==> src/rtl/fsm_cycle_defs_pkg.sv <==
// Shared defaults and record layout for the cycle reporter.
// A record is packed as {seq, len} with the sequence number in the MSBs.
package fsm_cycle_defs;

  localparam int DEF_SEQ_W = 8;
  localparam int DEF_LEN_W = 16;
  localparam int DEF_DEPTH = 4;

  localparam int REC_LEN_LSB = 0;

  function automatic int rec_seq_lsb(input int len_w);
    return len_w;
  endfunction

  function automatic int rec_width(input int seq_w, input int len_w);
    return seq_w + len_w;
  endfunction

endpackage

==> src/rtl/fsm_cycle_reporter_sync_fifo.sv <==
// First-word-fall-through FIFO; a push into a full FIFO is accepted when a pop
// happens in the same cycle, so the slot being vacated is reused immediately.
module sync_fifo #(
  parameter int WIDTH = 24,
  parameter int DEPTH = 4
) (
  input  logic                     Clk,
  input  logic                     rst,
  input  logic                     i_push,
  input  logic [WIDTH-1:0]         i_data,
  input  logic                     i_pop,
  output logic [WIDTH-1:0]         o_data,
  output logic                     o_full,
  output logic                     o_empty,
  output logic [$clog2(DEPTH):0]   o_level
);

  localparam int AW    = $clog2(DEPTH);
  localparam int LVL_W = AW + 1;

  logic [WIDTH-1:0] r_mem [DEPTH];
  logic [AW-1:0]    r_wr_ptr;
  logic [AW-1:0]    r_rd_ptr;
  logic [LVL_W-1:0] r_level;
  logic             w_do_push;
  logic             w_do_pop;

  assign o_full    = (r_level == LVL_W'(DEPTH));
  assign o_empty   = (r_level == '0);
  assign o_level   = r_level;
  assign w_do_pop  = i_pop & ~o_empty;
  assign w_do_push = i_push & (~o_full | w_do_pop);

  // Head is masked while empty so the output reads zero out of reset without clearing storage.
  assign o_data = o_empty ? '0 : r_mem[r_rd_ptr];

  always_ff @(posedge Clk) begin
    if (w_do_push) begin
      r_mem[r_wr_ptr] <= i_data;
    end
  end

  always_ff @(posedge Clk) begin
    if (rst) begin
      r_wr_ptr <= '0;
      r_rd_ptr <= '0;
      r_level  <= '0;
    end else begin
      if (w_do_push) begin
        r_wr_ptr <= r_wr_ptr + AW'(1);
      end
      if (w_do_pop) begin
        r_rd_ptr <= r_rd_ptr + AW'(1);
      end
      case ({w_do_push, w_do_pop})
        2'b10:   r_level <= r_level + LVL_W'(1);
        2'b01:   r_level <= r_level - LVL_W'(1);
        default: r_level <= r_level;
      endcase
    end
  end

endmodule

==> src/rtl/fsm_cycle_reporter.sv <==
// Turns each completion pulse into a {sequence, cycle length} record and buffers
// it for a valid/ready consumer; records arriving at a full FIFO are dropped.
module fsm_cycle_reporter
  import fsm_cycle_defs::*;
#(
  parameter int SEQ_W = DEF_SEQ_W,
  parameter int LEN_W = DEF_LEN_W,
  parameter int DEPTH = DEF_DEPTH
) (
  input  logic                   Clk,
  input  logic                   rst,
  input  logic                   Cycle_done,
  output logic                   Rec_valid,
  input  logic                   Rec_ready,
  output logic [SEQ_W-1:0]       Rec_seq,
  output logic [LEN_W-1:0]       Rec_len,
  output logic [$clog2(DEPTH):0] Level,
  output logic                   Overflow
);

  localparam int REC_W   = rec_width(SEQ_W, LEN_W);
  localparam int SEQ_LSB = rec_seq_lsb(LEN_W);
  localparam logic [LEN_W-1:0] LEN_MAX = '1;

  function automatic logic [LEN_W-1:0] sat_inc(input logic [LEN_W-1:0] v);
    return (v == LEN_MAX) ? v : v + LEN_W'(1);
  endfunction

  logic [LEN_W-1:0]       r_len_cnt;
  logic [SEQ_W-1:0]       r_seq_cnt;
  logic                   r_overflow;
  logic [REC_W-1:0]       w_rec;
  logic [REC_W-1:0]       w_head;
  logic                   w_push;
  logic                   w_pop;
  logic                   w_full;
  logic                   w_empty;
  logic                   w_drop;
  logic [$clog2(DEPTH):0] w_level;

  assign w_push = Cycle_done;
  assign w_pop  = ~w_empty & Rec_ready;
  assign w_drop = w_push & w_full & ~w_pop;
  assign w_rec  = {r_seq_cnt, r_len_cnt};

  // The sequence number advances on every pulse, stored or dropped, so drops show as gaps.
  always_ff @(posedge Clk) begin
    if (rst) begin
      r_len_cnt  <= '0;
      r_seq_cnt  <= '0;
      r_overflow <= 1'b0;
    end else begin
      r_len_cnt <= Cycle_done ? LEN_W'(1) : sat_inc(r_len_cnt);
      if (Cycle_done) begin
        r_seq_cnt <= r_seq_cnt + SEQ_W'(1);
      end
      if (w_drop) begin
        r_overflow <= 1'b1;
      end
    end
  end

  sync_fifo #(
    .WIDTH (REC_W),
    .DEPTH (DEPTH)
  ) u_fifo (
    .Clk     (Clk),
    .rst     (rst),
    .i_push  (w_push),
    .i_data  (w_rec),
    .i_pop   (w_pop),
    .o_data  (w_head),
    .o_full  (w_full),
    .o_empty (w_empty),
    .o_level (w_level)
  );

  assign Rec_valid = ~w_empty;
  assign Rec_seq   = w_head[SEQ_LSB +: SEQ_W];
  assign Rec_len   = w_head[REC_LEN_LSB +: LEN_W];
  assign Level     = w_level;
  assign Overflow  = r_overflow;

endmodule

==> config.mk <==
export PLATFORM = sky130hd
export DESIGN_NAME = fsm_cycle_reporter
export DESIGN_NICKNAME = d
export VERILOG_FILES = /design/src/rtl/fsm_cycle_defs_pkg.sv /design/src/rtl/fsm_cycle_reporter_sync_fifo.sv /design/src/rtl/fsm_cycle_reporter.sv
export SDC_FILE = /design/constraint.sdc
export NUM_CORES = 1
export LEC_CHECK = 0
export CAP_MARGIN = 40
export CORE_MARGIN = 2
export CORE_UTILIZATION = 30
export DETAILED_ROUTE_END_ITERATION = 10
export PLACE_DENSITY = 0.5
export REMOVE_ABC_BUFFERS = 1
export SYNTH_ARGS = -nofsm -noshare
export SYNTH_HDL_FRONTEND = slang
export SYNTH_SLANG_ARGS = --single-unit
==> constraint.sdc <==
create_clock -name Clk -period 3.2 [get_ports Clk]
set_input_delay 0.48 -clock Clk [delete_from_list [all_inputs] [get_ports Clk]]
set_output_delay 0.48 -clock Clk [all_outputs]
set_load 0.01 [all_outputs]
==> results of run 1 <==
report_power, final:
part | total [mW] | switching, mW | leakage (nW) | internal (mW)
Clock | 1.90 | 0.685 | 0.286 | 1.22
Combinational | 0.564 | 0.256 | 0.684 | 0.307
Sequential | 1.94 | 0.0502 | 1.18 | 1.89
cells by family (layout without fill, tap and decap cells):
logic type | after synthesis | count (layout) | share of synthesized area [%]
flip-flops | 130 | 130 | 67.06
multiplexers | 28 | 28 | 10.93
AND/OR/NAND/NOR | 103 | 103 | 11.54
adder cells (fa/ha/maj) | 7 | 7 | 1.789
XOR/XNOR | 9 | 9 | 1.483
AO/OA/AOI/OAI | 44 | 44 | 5.086
buffers and inverters | 27 | 82 | 2.119
worst max-delay path: stages (launching register included):
cell and delay (ps):
dfxtp_2 520, buf_4 240, mux4_2 510, and2_1 170, clkdlybuf4s50_1 470
worst max-delay path by stage:
stage                 startpoint  depth (start not counted)  slack (ps)                 to
6_report                register                          4         390        Rec_len[13]
5_1_grt                 register                          4         250         Rec_len[3]
4_1_cts                 register                          4         320         Rec_len[3]
3_5_place_dp           Rec_ready                          8         580  u_fifo.o_level[2]
3_3_place_gp           Rec_ready                          8         660  u_fifo.o_level[2]
2_1_floorplan  u_fifo.o_level[1]                          8         670  u_fifo.o_level[2]
layout by cell type, fill, tap and decap left out, drive strengths merged, types with 8 or more instances in the layout:
cell | netlist | layout
a21oi | 13 | 13
and2 | 32 | 32
buf | 9 | 12
clkbuf | 11 | 18
clkdlybuf4s50 | 0 | 32
clkinv | 0 | 8
dfxtp | 34 | 34
edfxtp | 96 | 96
mux4 | 24 | 24
nand2 | 11 | 11
nand4 | 8 | 8
nor2 | 17 | 17
o21ai | 11 | 11
final cells by class:
class | count | area, um^2 | area share [%]
sequential | 130 | 3565 | 54.62
inverter | 7 | 26.28 | 0.4026
clock buffer | 18 | 429.2 | 6.576
tap | 225 | 281.5 | 4.314
multi-input combinational | 191 | 1638 | 25.10
clock inverter | 13 | 163.9 | 2.511
timing repair buffer | 44 | 422.9 | 6.480
flip-flops by register name, indices dropped and copies added (netlist names), named ones only:
signal and cells:
Overflow 1, r_len_cnt 16, r_seq_cnt 8, u_fifo.o_level 3, u_fifo.r_mem 96, u_fifo.r_rd_ptr 2, u_fifo.r_wr_ptr 2
layer usage:
layer | GRT usage, % | vias to the layer above
met5 | 0 | -
met4 | 5.155 | 0
met3 | 2.704 | 11
met2 | 19.79 | 45
met1 | 14.78 | 1473
li1 | - | 1427
==> impl_metrics.py, run 1 <==
metrics = {
    "power": {
        "peakVddDrop_mv": 0.4139,
        "power.total_mw": 4.406,
        "leakage_nw": 2.153,
        "cellPowerDensity_mw_per_mm2": 675.1,
    },
    "critical_path": {
        "cp-end-kind": "output port",
        "arrival_ps": 2330,
        "rr_startpoint": "u_fifo.o_level[1]",
        "cp-start-kind": "register",
        "reg2regPathDepth": 8,
        "r2r-end": "u_fifo.o_level[2]",
        "r2r_slack_ps": 900,
        "critical_path_class": "reg2out",
        "worstPathMaxFanout": 8,
        "cp.required_ps": 2720,
    },
    "cts": {
        "cts_inserted_buffers": 17,
        "clk_path_buf_depth": 2,
        "path_clk_slew_ps": 50,
        "post-cts-setup-buffers": 0,
        "cts.sinks": 130,
        "clock_latency_ps": 410,
        "hold_buffers": 0,
        "cts_resized": 0,
        "tritoncts": "yes",
        "root_buffer": "clkbuf_16",
        "htreeDepth": 4,
    },
    "die": {
        "chipWidth_um": 137.1,
        "start_util_pct": 30.72,
        "fp.dieArea_mm2": 0.01879,
        "fp.coreArea_mm2": 0.01730,
        "dieHeight_um": 137.1,
        "ios": 33,
        "std_cell_rows": 48,
    },
    "timing": {
        "slew_headroom_pct": 64.40,
        "fin_ws_ps": 394.4,
        "timing_hold_violations_final": 0,
        "setup_violations": 0,
        "fin_tns_setup_ps": 0,
        "slew_violations": 0,
        "finalCriticalPeriod_ps": 2806,
        "fmax_mhz": 356.4,
        "rsz0062_at_grt": "no",
        "post-route-period-util_pct": 87.68,
        "fin_worst_hold_slack_ps": 487.1,
        "fin_skew_ps": 7.304,
        "tightest_slew_ps": 531.1,
    },
    "hold_path": {
        "whs_path_depth": 2,
        "min_to": "Overflow",
        "hp-start": "Overflow",
        "hold_class": "reg2reg",
    },
    "synthesis": {
        "synth_edf_count": 96,
        "synthArstFlopShare_pct": 0,
        "yosysSeqAreaShare_pct": 67.06,
        "netlist_instances": 348,
        "synthTopCellsByCount": "edfxtp_1 (96), dfxtp_1 (34), and2_1 (32)",
        "ys.flop_type": "edfxtp_1",
        "synth.top_cell.area_share_pct": 54.25,
        "ys_ff_latch": 130,
        "synth.most_common_cell": "edfxtp_1",
        "yosysTopAreaCell": "edfxtp_1",
        "synthesis.area_mm2": 0.005314,
        "synth_cell_type_count": 44,
        "ys_warn_count": 0,
        "yosys-top-cells-area": "edfxtp_1 (54%), dfxtp_1 (13%), mux4_2 (10%)",
        "postSynthAreaPerCell_um2": 15.27,
    },
    "detailed_routing": {
        "vias": 2956,
        "drtAntennaViolNets": 0,
        "drc": 0,
        "routedWlPerCell_um": 16.35,
        "routed-wl-met2_mm": 5.143,
        "dr.pass1.iters": 4,
        "highest_layer": "met4",
        "wl_met3_um": 351,
        "drt_iter0_drc": 187,
        "drt-vias-per-instance": 4.707,
        "drt_wl_total_mm": 10.27,
        "wl_met1_mm": 4.627,
    },
    "grt": {
        "grt_max_degree": 27,
        "grt_first_pass_wirelength_mm": 16.41,
        "grt_use_total_pct": 11.88,
        "antenna_found_initial": 0,
        "grt_overflow": 0,
        "first_global_vias": 3008,
    },
    "place": {
        "dpl_cell_area_mm2": 0.005933,
        "dp_hpwl_mm": 6.159,
        "dp.cells": 597,
        "place_ws_ps": 578.4,
        "place_congestion": 0.7399,
        "port_buffers": 32,
    },
    "final_layout": {
        "instances_no_fill": 628,
        "diodes": 0,
        "fill_cells": 1640,
        "syn_to_final_growth_pct": 22.82,
        "layout-drive-gt1-share_pct": 18.61,
        "final_util_pct": 37.73,
        "num-nets-final": 402,
        "finalInstanceArea_mm2": 0.006526,
    },
    "run": {
        "max-cap-violations": 0,
    },
    "outcome": {
        "outcome": "complete, no violations",
    },
}
No activity file was read; power rests on OpenSTA's default activity.
==> run 2, diff against run 1 <==
--- a/config.mk
+++ b/config.mk
@@ -8,7 +8,9 @@
 export CAP_MARGIN = 40
 export CORE_MARGIN = 2
 export CORE_UTILIZATION = 30
+export CTS_CLUSTER_DIAMETER = 50
 export DETAILED_ROUTE_END_ITERATION = 10
+export HOLD_SLACK_MARGIN = 0.15
 export PLACE_DENSITY = 0.5
 export REMOVE_ABC_BUFFERS = 1
 export SYNTH_ARGS = -nofsm -noshare
==> results of run 2 <==
No change in the layout: final DEF, timing and power equal those of run 1.
==> run 3, diff against run 2 <==
--- a/config.mk
+++ b/config.mk
@@ -8,7 +8,6 @@
 export CAP_MARGIN = 40
 export CORE_MARGIN = 2
 export CORE_UTILIZATION = 30
-export CTS_CLUSTER_DIAMETER = 50
 export DETAILED_ROUTE_END_ITERATION = 10
 export HOLD_SLACK_MARGIN = 0.15
 export PLACE_DENSITY = 0.5
==> results of run 3 <==
No change in the layout: final DEF, timing and power equal those of run 1.
